### src/rtl/bcd_display_scanner_pkg.sv
// Shared types and constants for the BCD display scanner.
// Segment patterns are active-high in {g,f,e,d,c,b,a} order; any
// display polarity inversion happens later, in the top level.
package bcd_pkg;

  localparam int BCD_W = 4;

  typedef enum logic [1:0] {
    IDLE = 2'd0,
    LOAD = 2'd1,
    SCAN = 2'd2
  } state_e;

  localparam logic [6:0] SEG_0     = 7'h3F;
  localparam logic [6:0] SEG_1     = 7'h06;
  localparam logic [6:0] SEG_2     = 7'h5B;
  localparam logic [6:0] SEG_3     = 7'h4F;
  localparam logic [6:0] SEG_4     = 7'h66;
  localparam logic [6:0] SEG_5     = 7'h6D;
  localparam logic [6:0] SEG_6     = 7'h7D;
  localparam logic [6:0] SEG_7     = 7'h07;
  localparam logic [6:0] SEG_8     = 7'h7F;
  localparam logic [6:0] SEG_9     = 7'h6F;
  localparam logic [6:0] SEG_DASH  = 7'h40;
  localparam logic [6:0] SEG_BLANK = 7'h00;

endpackage

### src/rtl/bcd_display_scanner_if.sv
// Bundle of digit inputs and display drive outputs for the scanner.
// The slave side is the scanner itself; the master side feeds it digits
// and watches the display lines.
interface bcd_display_scanner_if #(
  parameter int NUM_DIGITS = 4
);

  logic                    enable;
  logic [4*NUM_DIGITS-1:0] digits_in;
  logic                    lzb_en;
  logic [6:0]              seg;
  logic [NUM_DIGITS-1:0]   digit_sel;
  logic                    frame_start;
  logic                    code_err;

  modport master (
    output enable, digits_in, lzb_en,
    input  seg, digit_sel, frame_start, code_err
  );

  modport slave (
    input  enable, digits_in, lzb_en,
    output seg, digit_sel, frame_start, code_err
  );

endinterface

### src/rtl/bcd_display_scanner_bcd_to_seg.sv
// Combinational BCD to 7-segment decoder (active-high gfedcba).
// Codes above 9 show a single dash and raise the invalid flag.
module bcd_to_seg
  import bcd_pkg::*;
(
  input  logic [BCD_W-1:0] code_i,
  output logic [6:0]       seg_o,
  output logic             invalid_o
);

  // Table lookup; anything outside 0..9 becomes the dash.
  always_comb begin
    seg_o     = SEG_DASH;
    invalid_o = 1'b0;
    case (code_i)
      4'd0:    seg_o = SEG_0;
      4'd1:    seg_o = SEG_1;
      4'd2:    seg_o = SEG_2;
      4'd3:    seg_o = SEG_3;
      4'd4:    seg_o = SEG_4;
      4'd5:    seg_o = SEG_5;
      4'd6:    seg_o = SEG_6;
      4'd7:    seg_o = SEG_7;
      4'd8:    seg_o = SEG_8;
      4'd9:    seg_o = SEG_9;
      default: begin
        seg_o     = SEG_DASH;
        invalid_o = 1'b1;
      end
    endcase
  end

endmodule

### src/rtl/bcd_display_scanner.sv
// Time-multiplexed scanner for NUM_DIGITS BCD digits onto one
// common-segment display. Digits are snapshotted once per frame so a
// changing counter never tears the picture mid-scan. Display outputs are
// registered one cycle behind state/idx, which gives a blank gap after
// every LOAD to avoid ghosting between frames.
module bcd_display_scanner
  import bcd_pkg::*;
#(
  parameter int NUM_DIGITS     = 4,
  parameter int PRESCALE       = 1000,
  parameter bit SEG_ACTIVE_LOW = 1'b1,
  parameter bit DIG_ACTIVE_LOW = 1'b1
) (
  input  logic                  clk,
  input  logic                  reset_n,
  bcd_display_scanner_if.slave  bus
);

  localparam int IDX_W = (NUM_DIGITS > 1) ? $clog2(NUM_DIGITS) : 1;
  localparam int PRE_W = (PRESCALE > 1) ? $clog2(PRESCALE) : 1;
  localparam logic [IDX_W-1:0] LAST_IDX = IDX_W'(NUM_DIGITS - 1);
  localparam logic [PRE_W-1:0] LAST_PRE = PRE_W'(PRESCALE - 1);

  localparam logic [6:0] SEG_OFF = SEG_ACTIVE_LOW ? ~SEG_BLANK : SEG_BLANK;
  localparam logic [NUM_DIGITS-1:0] SEL_OFF =
    DIG_ACTIVE_LOW ? {NUM_DIGITS{1'b1}} : {NUM_DIGITS{1'b0}};

  state_e                  state_q, state_d;
  logic [PRE_W-1:0]        presc_q, presc_d;
  logic [IDX_W-1:0]        idx_q, idx_d;
  logic [4*NUM_DIGITS-1:0] snap_q, snap_d;

  logic [6:0]              seg_q, seg_d;
  logic [NUM_DIGITS-1:0]   sel_q, sel_d;
  logic                    err_q, err_d;

  logic [BCD_W-1:0]        curCode;
  logic                    curLzb;
  logic [NUM_DIGITS-1:0]   lzbMask;
  logic [NUM_DIGITS-1:0]   selOneHot;
  logic                    allZero;
  logic [6:0]              rawSeg;
  logic                    rawInvalid;
  logic [6:0]              segActive;
  logic                    tick;

  assign tick = (presc_q == LAST_PRE);

  // Frame sequencer: IDLE waits for enable, LOAD grabs the digits, SCAN
  // walks idx 0..N-1 holding each for PRESCALE cycles; dropping enable
  // wins over everything else.
  always_comb begin
    state_d = state_q;
    presc_d = presc_q;
    idx_d   = idx_q;
    snap_d  = snap_q;
    case (state_q)
      IDLE: begin
        presc_d = '0;
        idx_d   = '0;
        if (bus.enable) state_d = LOAD;
      end
      LOAD: begin
        snap_d  = bus.digits_in;
        presc_d = '0;
        idx_d   = '0;
        state_d = SCAN;
      end
      SCAN: begin
        if (tick) begin
          presc_d = '0;
          if (idx_q == LAST_IDX) state_d = LOAD;
          else                   idx_d   = idx_q + 1'b1;
        end else begin
          presc_d = presc_q + 1'b1;
        end
      end
      default: state_d = IDLE;
    endcase
    if (!bus.enable) state_d = IDLE;
  end

  // Leading-zero mask: digit i is blankable when it and all higher digits
  // of the snapshot are zero; digit 0 is never part of the mask.
  always_comb begin
    allZero = 1'b1;
    lzbMask = '0;
    for (int i = NUM_DIGITS - 1; i >= 1; i--) begin
      allZero    = allZero & (snap_q[4*i +: 4] == 4'd0);
      lzbMask[i] = allZero;
    end
  end

  // Pick the digit under the scan pointer and build its one-hot select.
  always_comb begin
    curCode   = '0;
    curLzb    = 1'b0;
    selOneHot = '0;
    for (int i = 0; i < NUM_DIGITS; i++) begin
      if (idx_q == IDX_W'(i)) begin
        curCode      = snap_q[4*i +: 4];
        curLzb       = lzbMask[i];
        selOneHot[i] = 1'b1;
      end
    end
  end

  bcd_to_seg u_dec (
    .code_i   (curCode),
    .seg_o    (rawSeg),
    .invalid_o(rawInvalid)
  );

  // Display drive for the next cycle; blank unless actively scanning.
  always_comb begin
    segActive = (bus.lzb_en && curLzb) ? SEG_BLANK : rawSeg;
    seg_d     = SEG_OFF;
    sel_d     = SEL_OFF;
    err_d     = 1'b0;
    if (state_q == SCAN) begin
      seg_d = SEG_ACTIVE_LOW ? ~segActive : segActive;
      sel_d = DIG_ACTIVE_LOW ? ~selOneHot : selOneHot;
      err_d = rawInvalid;
    end
  end

  // State, counters, snapshot and output registers.
  always_ff @(posedge clk or negedge reset_n) begin
    if (!reset_n) begin
      state_q <= IDLE;
      presc_q <= '0;
      idx_q   <= '0;
      snap_q  <= '0;
      seg_q   <= SEG_OFF;
      sel_q   <= SEL_OFF;
      err_q   <= 1'b0;
    end else begin
      state_q <= state_d;
      presc_q <= presc_d;
      idx_q   <= idx_d;
      snap_q  <= snap_d;
      seg_q   <= seg_d;
      sel_q   <= sel_d;
      err_q   <= err_d;
    end
  end

  assign bus.seg         = seg_q;
  assign bus.digit_sel   = sel_q;
  assign bus.code_err    = err_q;
  assign bus.frame_start = (state_q == LOAD);

endmodule

### src/flat_wrapper.sv
// flat-port wrapper written by rule: the top's interface ports become plain ports
module bcd_display_scanner_flat import bcd_pkg::*;
#(
  parameter int NUM_DIGITS     = 4,
  parameter int PRESCALE       = 1000,
  parameter bit SEG_ACTIVE_LOW = 1'b1,
  parameter bit DIG_ACTIVE_LOW = 1'b1
)
  (clk, reset_n, bus_enable, bus_digits_in, bus_lzb_en, bus_seg, bus_digit_sel, bus_frame_start, bus_code_err);
  bcd_display_scanner_if #(.NUM_DIGITS(NUM_DIGITS)) bus_i ();
  input  logic clk;
  input  logic reset_n;
  input wire logic [$bits(bus_i.enable)-1:0] bus_enable;
  input wire logic [$bits(bus_i.digits_in)-1:0] bus_digits_in;
  input wire logic [$bits(bus_i.lzb_en)-1:0] bus_lzb_en;
  output wire logic [$bits(bus_i.seg)-1:0] bus_seg;
  output wire logic [$bits(bus_i.digit_sel)-1:0] bus_digit_sel;
  output wire logic [$bits(bus_i.frame_start)-1:0] bus_frame_start;
  output wire logic [$bits(bus_i.code_err)-1:0] bus_code_err;
  assign bus_i.enable = bus_enable;
  assign bus_i.digits_in = bus_digits_in;
  assign bus_i.lzb_en = bus_lzb_en;
  assign bus_seg = bus_i.seg;
  assign bus_digit_sel = bus_i.digit_sel;
  assign bus_frame_start = bus_i.frame_start;
  assign bus_code_err = bus_i.code_err;
  bcd_display_scanner #(.NUM_DIGITS(NUM_DIGITS), .PRESCALE(PRESCALE), .SEG_ACTIVE_LOW(SEG_ACTIVE_LOW), .DIG_ACTIVE_LOW(DIG_ACTIVE_LOW)) u_core (.clk(clk), .reset_n(reset_n), .bus(bus_i));
endmodule
### config.mk
export PLATFORM = sky130hd
export DESIGN_NAME = bcd_display_scanner_flat
export DESIGN_NICKNAME = d
export VERILOG_FILES = /design/src/rtl/bcd_display_scanner_pkg.sv /design/src/rtl/bcd_display_scanner_if.sv /design/src/rtl/bcd_display_scanner_bcd_to_seg.sv /design/src/rtl/bcd_display_scanner.sv /design/src/flat_wrapper.sv
export SDC_FILE = /design/constraint.sdc
export NUM_CORES = 1
export LEC_CHECK = 0
export CAP_MARGIN = 20
export CELL_PAD_IN_SITES_DETAIL_PLACEMENT = 2
export CELL_PAD_IN_SITES_GLOBAL_PLACEMENT = 2
export CORE_ASPECT_RATIO = 1.5
export CORE_MARGIN = 2
export CORE_UTILIZATION = 26
export CTS_CLUSTER_DIAMETER = 200
export DETAILED_ROUTE_END_ITERATION = 10
export GPL_TIMING_DRIVEN = 0
export HOLD_SLACK_MARGIN = 0.03
export PLACE_DENSITY = 0.64
export REMOVE_ABC_BUFFERS = 1
export SYNTH_ARGS = -nofsm -noshare
export SYNTH_HDL_FRONTEND = slang
export SYNTH_SLANG_ARGS = --single-unit
export TNS_END_PERCENT = 50
### constraint.sdc
create_clock -name clk -period 3.46 [get_ports clk]
set_clock_uncertainty 0.1 [all_clocks]
set_input_delay 0.519 -clock clk [delete_from_list [all_inputs] [get_ports clk]]
set_output_delay 0.519 -clock clk [all_outputs]
set_load 0.01 [all_outputs]
==> results of run 1 <==
-- where the power goes --
group	leakage, nW	switching, mW	internal (mW)
registers	0.510	0.0581	0.565
clock network	0.0836	0.198	0.338
logic	0.463	0.145	0.154
total	1.06	0.401	1.06
-- critical path, cell delays in order, from the launching register on --
cell             delay [ns]
dfrtp_1                0.51
nor2b_2                0.86
clkdlybuf4s50_1        0.70
-- how the worst min path moves through the flow --
stage	from	end	slack (ns)	cells past startpoint
final	reset_n	u_core.snap_q[12]	0.08	1
after CTS	reset_n	u_core.snap_q[12]	0.1	1
after global placement	u_core.snap_q[3]	u_core.snap_q[3]	0.40	1
after floorplan	reset_n	u_core.bus.code_err	0.12	0
after detailed placement	reset_n	u_core.snap_q[12]	0.40	1
after global routing	reset_n	u_core.snap_q[12]	0.10	1
-- per-layer routing --
metal	vias up	share of wire	GRT usage
li1	728	-	-
met1	806	0.43	0.1605
met2	28	0.52	0.2313
met3	10	0.028	0.02632
met4	0	0.021	0.05818
met5	-	0	0
-- cell usage after synthesis, types with 4 or more instances --
library cell	number
mux2_2	15
dfrtp_1	31
ha_1	5
nand2b_1	4
nor2_1	7
a21oi_1	6
dfstp_2	11
nand3_1	13
and3_1	6
o21a_1	4
xnor2_1	4
inv_1	5
nand2_1	17
o21ai_0	15
-- cell families after synthesis --
kind of cell             synth area share
XOR/XNOR                          0.01702
buffers and inverters             0.03404
AND/OR/NAND/NOR                    0.1611
flip-flops                         0.5173
multiplexers                      0.08693
AO/OA/AOI/OAI                      0.1532
adder cells (fa/ha/maj)           0.03040
-- cell type report --
| type | count | area, um^2 |
|---|---|---|
| Clock buffer | 5 | 125.1 |
| Tap cell | 102 | 127.6 |
| Timing Repair Buffer | 33 | 335.3 |
| Multi-Input combinational cell | 131 | 925.9 |
| Fill cell | 850 | 5024 |
| Inverter | 5 | 18.77 |
| Sequential cell | 42 | 1065 |
| Clock inverter | 3 | 40.04 |
-- per-stage QoR --
step	util	std cells	setup WS (ns)	hold slack, ns
floorplan	-	178	1.421	0.1234
global placement	0.3204	312	0.2511	0.4019
detailed placement	0.3227	313	0.7654	0.3999
CTS	0.3443	321	0.4609	0.09882
global route	0.3443	321	0.3524	0.1016
finish	0.3443	321	0.4798	0.07907
-- layout by cell type (no fill, tap or decap), types with 3 or more instances in the layout --
cell,synthesis,layout
a21oi_1,6,6
a22o_1,3,3
and3_1,6,6
clkbuf_16,0,5
clkdlybuf4s50_1,0,31
dfrtp_1,31,31
dfstp_2,11,11
ha_1,5,5
inv_1,5,5
mux2_2,15,15
nand2_1,17,17
nand2b_1,4,4
nand3_1,13,13
nor2_1,7,7
o21a_1,4,4
o21ai_0,15,15
o221ai_1,3,3
xnor2_1,4,4
-- sequential cells by signal (all words and copies together) (netlist names) --
signal                cells
u_core.bus.code_err       1
u_core.bus.digit_sel      4
u_core.bus.seg            7
u_core.presc_q           10
u_core.idx_q              2
u_core.state_q            2
u_core.snap_q            16
==> reports/results.txt, run 1 <==
status = complete, no violations
reg2reg start = u_core.idx_q[0]
CTS Sinks = 42
TritonCTS clock tree = built
CP startpoint kind = register
maximum vdd drop = 255.3 uV
initial antenna violation count = 0
CTS Buf Count = 5
DR DRC count = 0
Yosys top cell area share = 0.3769
Pwr Density = 552.8 nW/um^2
crit path time final = 2.980 ns
Worst Tran Pin Value = 0.9781 ns
Yosys top cell by area = dfrtp_1
first-pass GRT wire length = 9.101 mm
critical path type = reg -> out
Die Area = 8659 um^2
top cells by area in the synthesized netlist = dfrtp_1, dfstp_2, mux2_2
Detail Route Antenna Nets = 0
Post-synth EDFFs = 0
clock tree buffer depth = 2
clock slew at reported path FFs = 0.06 ns
MaxCap Viol Count = 0
worst r2r path cells = 8
Avg WL per Cell = 16.36 um
final period utilization = 0.8613
nets@finish = 243
Critical Path Source = u_core.state_q[0]
RSZ-0062 raised after global routing = false
Max Fclk = 335.5 MHz
synthesized flop and latch total = 42
Setup crit end = bus_frame_start
Total Wirelength = 5.250 mm
Die H = 113.0 um
die width = 76.65 um
standby leakage power = 1.057 nW
all-layer global routing usage = 0.1334
Initial Util = 0.2687
routed vias = 1572
r2r setup slk = 1.13 ns
maximum number of pins on one net before global-route repair = 25
Cell Area, Synth = 2058 um^2
GPL Wtd Cong = 0.7704
syn avg cell area = 11.07 um^2
vias per cell = 4.897
htree depth = 2
final instance area = 2638 um^2
Root Buffer = clkbuf_16
Clk Latency, worst-skew pair = 0.28 ns
Placeable Area = 7661 um^2
post-cts resize count = 0
setup TNS = 0 ns
Ys Warns = 0
Rows = 39
register area share after synthesis = 0.5173
DRT iter0 DRCs = 73
Primary FF master, synth = dfrtp_1
Yosys cell types = 42
Final Hold Violating Endpoints = 0
crit end category = primary output
CP max FO = 19
Congestion Overflow GR = 0
Cell Area, Placed = 2472 um^2
# port buffers = 32
Worst slew margin = 0.3450
WP data arrival = 2.36 ns
Post-CTS Setup Inserts = 0
Area growth syn-to-layout = 28.15%
number of global-route vias before repair = 1764
max-slew violations = 0
Power Total = 1.458 mW
post-synthesis async set-or-reset flop share = 1.000
Min-Delay Path Class = in -> async
CTS Hold Buffers Added = 0
Antenna Cells = 0
RR Endpoint = u_core.bus.seg[3]
DRT Pass-1 Iters = 4
layout cells sized above 1 = 0.2100
cells after synthesis = 186
# setup viols final = 0
DP HPWL = 3.899 mm
Critical Path RT = 2.84 ns
io pins = 33
Power figures use the tool's default switching activity.
==> inputs of run 2 (changes only) <==
--- a/config.mk
+++ b/config.mk
@@ -17,6 +17,7 @@
 export HOLD_SLACK_MARGIN = 0.03
 export PLACE_DENSITY = 0.64
 export REMOVE_ABC_BUFFERS = 1
+export SLEW_MARGIN = 10
 export SYNTH_ARGS = -nofsm -noshare
 export SYNTH_HDL_FRONTEND = slang
 export SYNTH_SLANG_ARGS = --single-unit
==> run 2 against run 1 <==
Compared with the run above:
- clock power decreased by 2%
- count of clock-buffer cells in the layout unchanged
- cell count increased by 0.31%
- design area increased by 0.57%
- via count is 1.4% lower
- combinational power is 2% higher
- non-clock buffer count up 1
- global-route usage down 0.051 points
- wire length fell by 0.93%
- hold slack better by 0.0067 ns
- setup slack better by 0.41 ns
- critical path depth grew 1
- critical endpoint unchanged
- largest power group unchanged
- highest routed layer unchanged
==> reports/results.txt, run 2 (synthesis gave the netlist of run 1 again) <==
DP HPWL = 3.950 mm (was 3.899 mm)
Placeable Area = 7661 um^2 (unchanged)
CP startpoint kind = register (unchanged)
standby leakage power = 1.064 nW (was 1.057 nW)
first-pass GRT wire length = 9.121 mm (was 9.101 mm)
commonest non-fill, non-tap cells in the layout = clkdlybuf4s50_1, dfrtp_1, nand2_1, o21ai_0, mux2_2 (unchanged)
TritonCTS clock tree = built (unchanged)
routed vias = 1550 (was 1572)
Post-CTS Setup Inserts = 0 (unchanged)
Pint = 1.060 mW (was 1.057 mW)
Clk network pwr share = 0.362 (was 0.367)
io pins = 33 (unchanged)
Area growth syn-to-layout = 28.88% (was 28.15%)
cell family with most CP delay = buffers and inverters (was simple AND/OR/NAND/NOR gates)
crit end category = primary output (unchanged)
Combinational Power Share = 0.209 (was 0.205)
Clk Latency, worst-skew pair = 0.28 ns (about the same)
Biggest register = u_core.snap_q (unchanged)
Initial Util = 0.2687 (unchanged)
Total Wirelength = 5.201 mm (was 5.250 mm)
all-layer global routing usage = 0.1329 (was 0.1334)
Antenna Cells = 0 (unchanged)
htree depth = 2 (unchanged)
Worst slew margin = 0.4260 (was 0.3450)
CTS Buf Count = 5 (unchanged)
maximum number of pins on one net before global-route repair = 25 (unchanged)
crit path time final = 2.566 ns (was 2.980 ns)
critical path's slowest cell = clkdlybuf4s50_1 (was nor2b_2)
number of global-route vias before repair = 1772 (was 1764)
status = complete, no violations (unchanged)
critical path type = reg -> out (unchanged)
post-cts resize count = 0 (unchanged)
Pwr Density = 547.9 nW/um^2 (was 552.8 nW/um^2)
Congestion Overflow GR = 0 (unchanged)
buffers plus inverters on the worst setup path = 2 (was 1)
final period utilization = 0.7415 (was 0.8613)
Max stage delay on crit path = 0.56 ns (was 0.86 ns)
Critical Path RT = 2.84 ns (about the same)
nets@finish = 244 (was 243)
Util after Layout = 0.3462 (was 0.3443)
die width = 76.65 um (unchanged)
DR DRC count = 0 (unchanged)
Rows = 39 (unchanged)
clock tree buffer depth = 2 (unchanged)
CP max FO = 16 (was 19)
setup TNS = 0 ns (unchanged)
# port buffers = 32 (unchanged)
Seq pwr share = 0.429 (was 0.427)
Worst Tran Pin Value = 0.8593 ns (was 0.9781 ns)
RSZ-0062 raised after global routing = false (unchanged)
maximum vdd drop = 250.2 uV (was 255.3 uV)
WP data arrival = 1.95 ns (was 2.36 ns)
Power Total = 1.453 mW (was 1.458 mW)
DRT Pass-1 Iters = 4 (unchanged)
hold_ws = 0.08580 ns (was 0.07907 ns)
max-slew violations = 0 (unchanged)
Die H = 113.0 um (unchanged)
initial antenna violation count = 0 (unchanged)
layout cells sized above 1 = 0.2136 (was 0.2100)
Largest register FFs = 16 (unchanged)
clock slew at reported path FFs = 0.06 ns (about the same)
Max Fclk = 389.8 MHz (was 335.5 MHz)
Root Buffer = clkbuf_16 (unchanged)
Avg WL per Cell = 16.15 um (was 16.36 um)
CTS Hold Buffers Added = 0 (unchanged)
DRT iter0 DRCs = 51 (was 73)
Sw Ratio = 0.2703 (was 0.2751)
Final Hold Violating Endpoints = 0 (unchanged)
# setup viols final = 0 (unchanged)
Die Area = 8659 um^2 (unchanged)
MaxCap Viol Count = 0 (unchanged)
vias per cell = 4.814 (was 4.897)
GPL Wtd Cong = 0.7704 (unchanged)
Detail Route Antenna Nets = 0 (unchanged)
CTS Sinks = 42 (unchanged)
switching power = 392.9 uW (was 401.1 uW)
Min-Delay Path Class = in -> async (unchanged)
CP Cell Sequence = nor2b_2 > buf_8 > clkdlybuf4s50_1 (was nor2b_2 > clkdlybuf4s50_1)
run 2: changes by cell type in the layout (fill, tap and decap cells not counted):
cell,delta
buf_8,+1
run 2: cell type report:
| type | instances | area [um^2] |
|---|---|---|
| timing repair buffer | 34 | 350.3 |
| inverter | 5 | 18.77 |
| tap | 102 | 127.6 |
| fill | 843 | 5009 |
| multi-input combinational | 131 | 925.9 |
| clock inverter | 3 | 40.04 |
| sequential | 42 | 1065 |
| clock buffer | 5 | 125.1 |
run 2: power by group through the flow:
stage | registers [mW] | clock network, mW | logic [mW]
after floorplan | 0.618 | 0 | 0.192
after global placement | 0.631 | 0 | 0.294
after detailed placement | 0.635 | 0 | 0.306
after CTS | 0.626 | 0.539 | 0.308
after global routing | 0.636 | 0.559 | 0.342
final | 0.624 | 0.526 | 0.304
run 2: metal layers:
layer	vias to the layer above	track usage	wire length, um
met1	787	0.1635	2230
met4	0	0.04848	82
li1	732	-	-
met2	25	0.2336	2763
met3	6	0.02233	123
met5	-	0	0
run 2: through the flow:
| step | cell area [um^2] | instances | setup WS, ns |
|---|---|---|---|
| 2_1_floorplan | 2007 | 178 | 1.421 |
| 3_3_place_gp | 2455 | 312 | 0.2511 |
| 3_5_place_dp | 2487 | 314 | 1.111 |
| 4_1_cts | 2653 | 322 | 0.8779 |
| 5_1_grt | 2653 | 322 | 0.7926 |
| 6_report | 2653 | 322 | 0.8943 |
run 2: path summary, 6_finish.rpt:
| check | startpoint | endpoint | slack, ns | cells after the start |
|---|---|---|---|---|
| setup / recovery | u_core.state_q[0] | bus_frame_start | 0.89 | 3 |
| hold / removal | reset_n | u_core.snap_q[12] | 0.09 | 1 |
| setup reg to reg | u_core.idx_q[0] | u_core.bus.seg[3] | 1.17 | 8 |
| hold reg to reg | u_core.snap_q[3] | u_core.snap_q[3] | 0.42 | 1 |
| max in group asynchronous | reset_n | u_core.bus.digit_sel[0] | 2.61 | 2 |
| min in group clk | u_core.snap_q[3] | u_core.snap_q[3] | 0.42 | 1 |
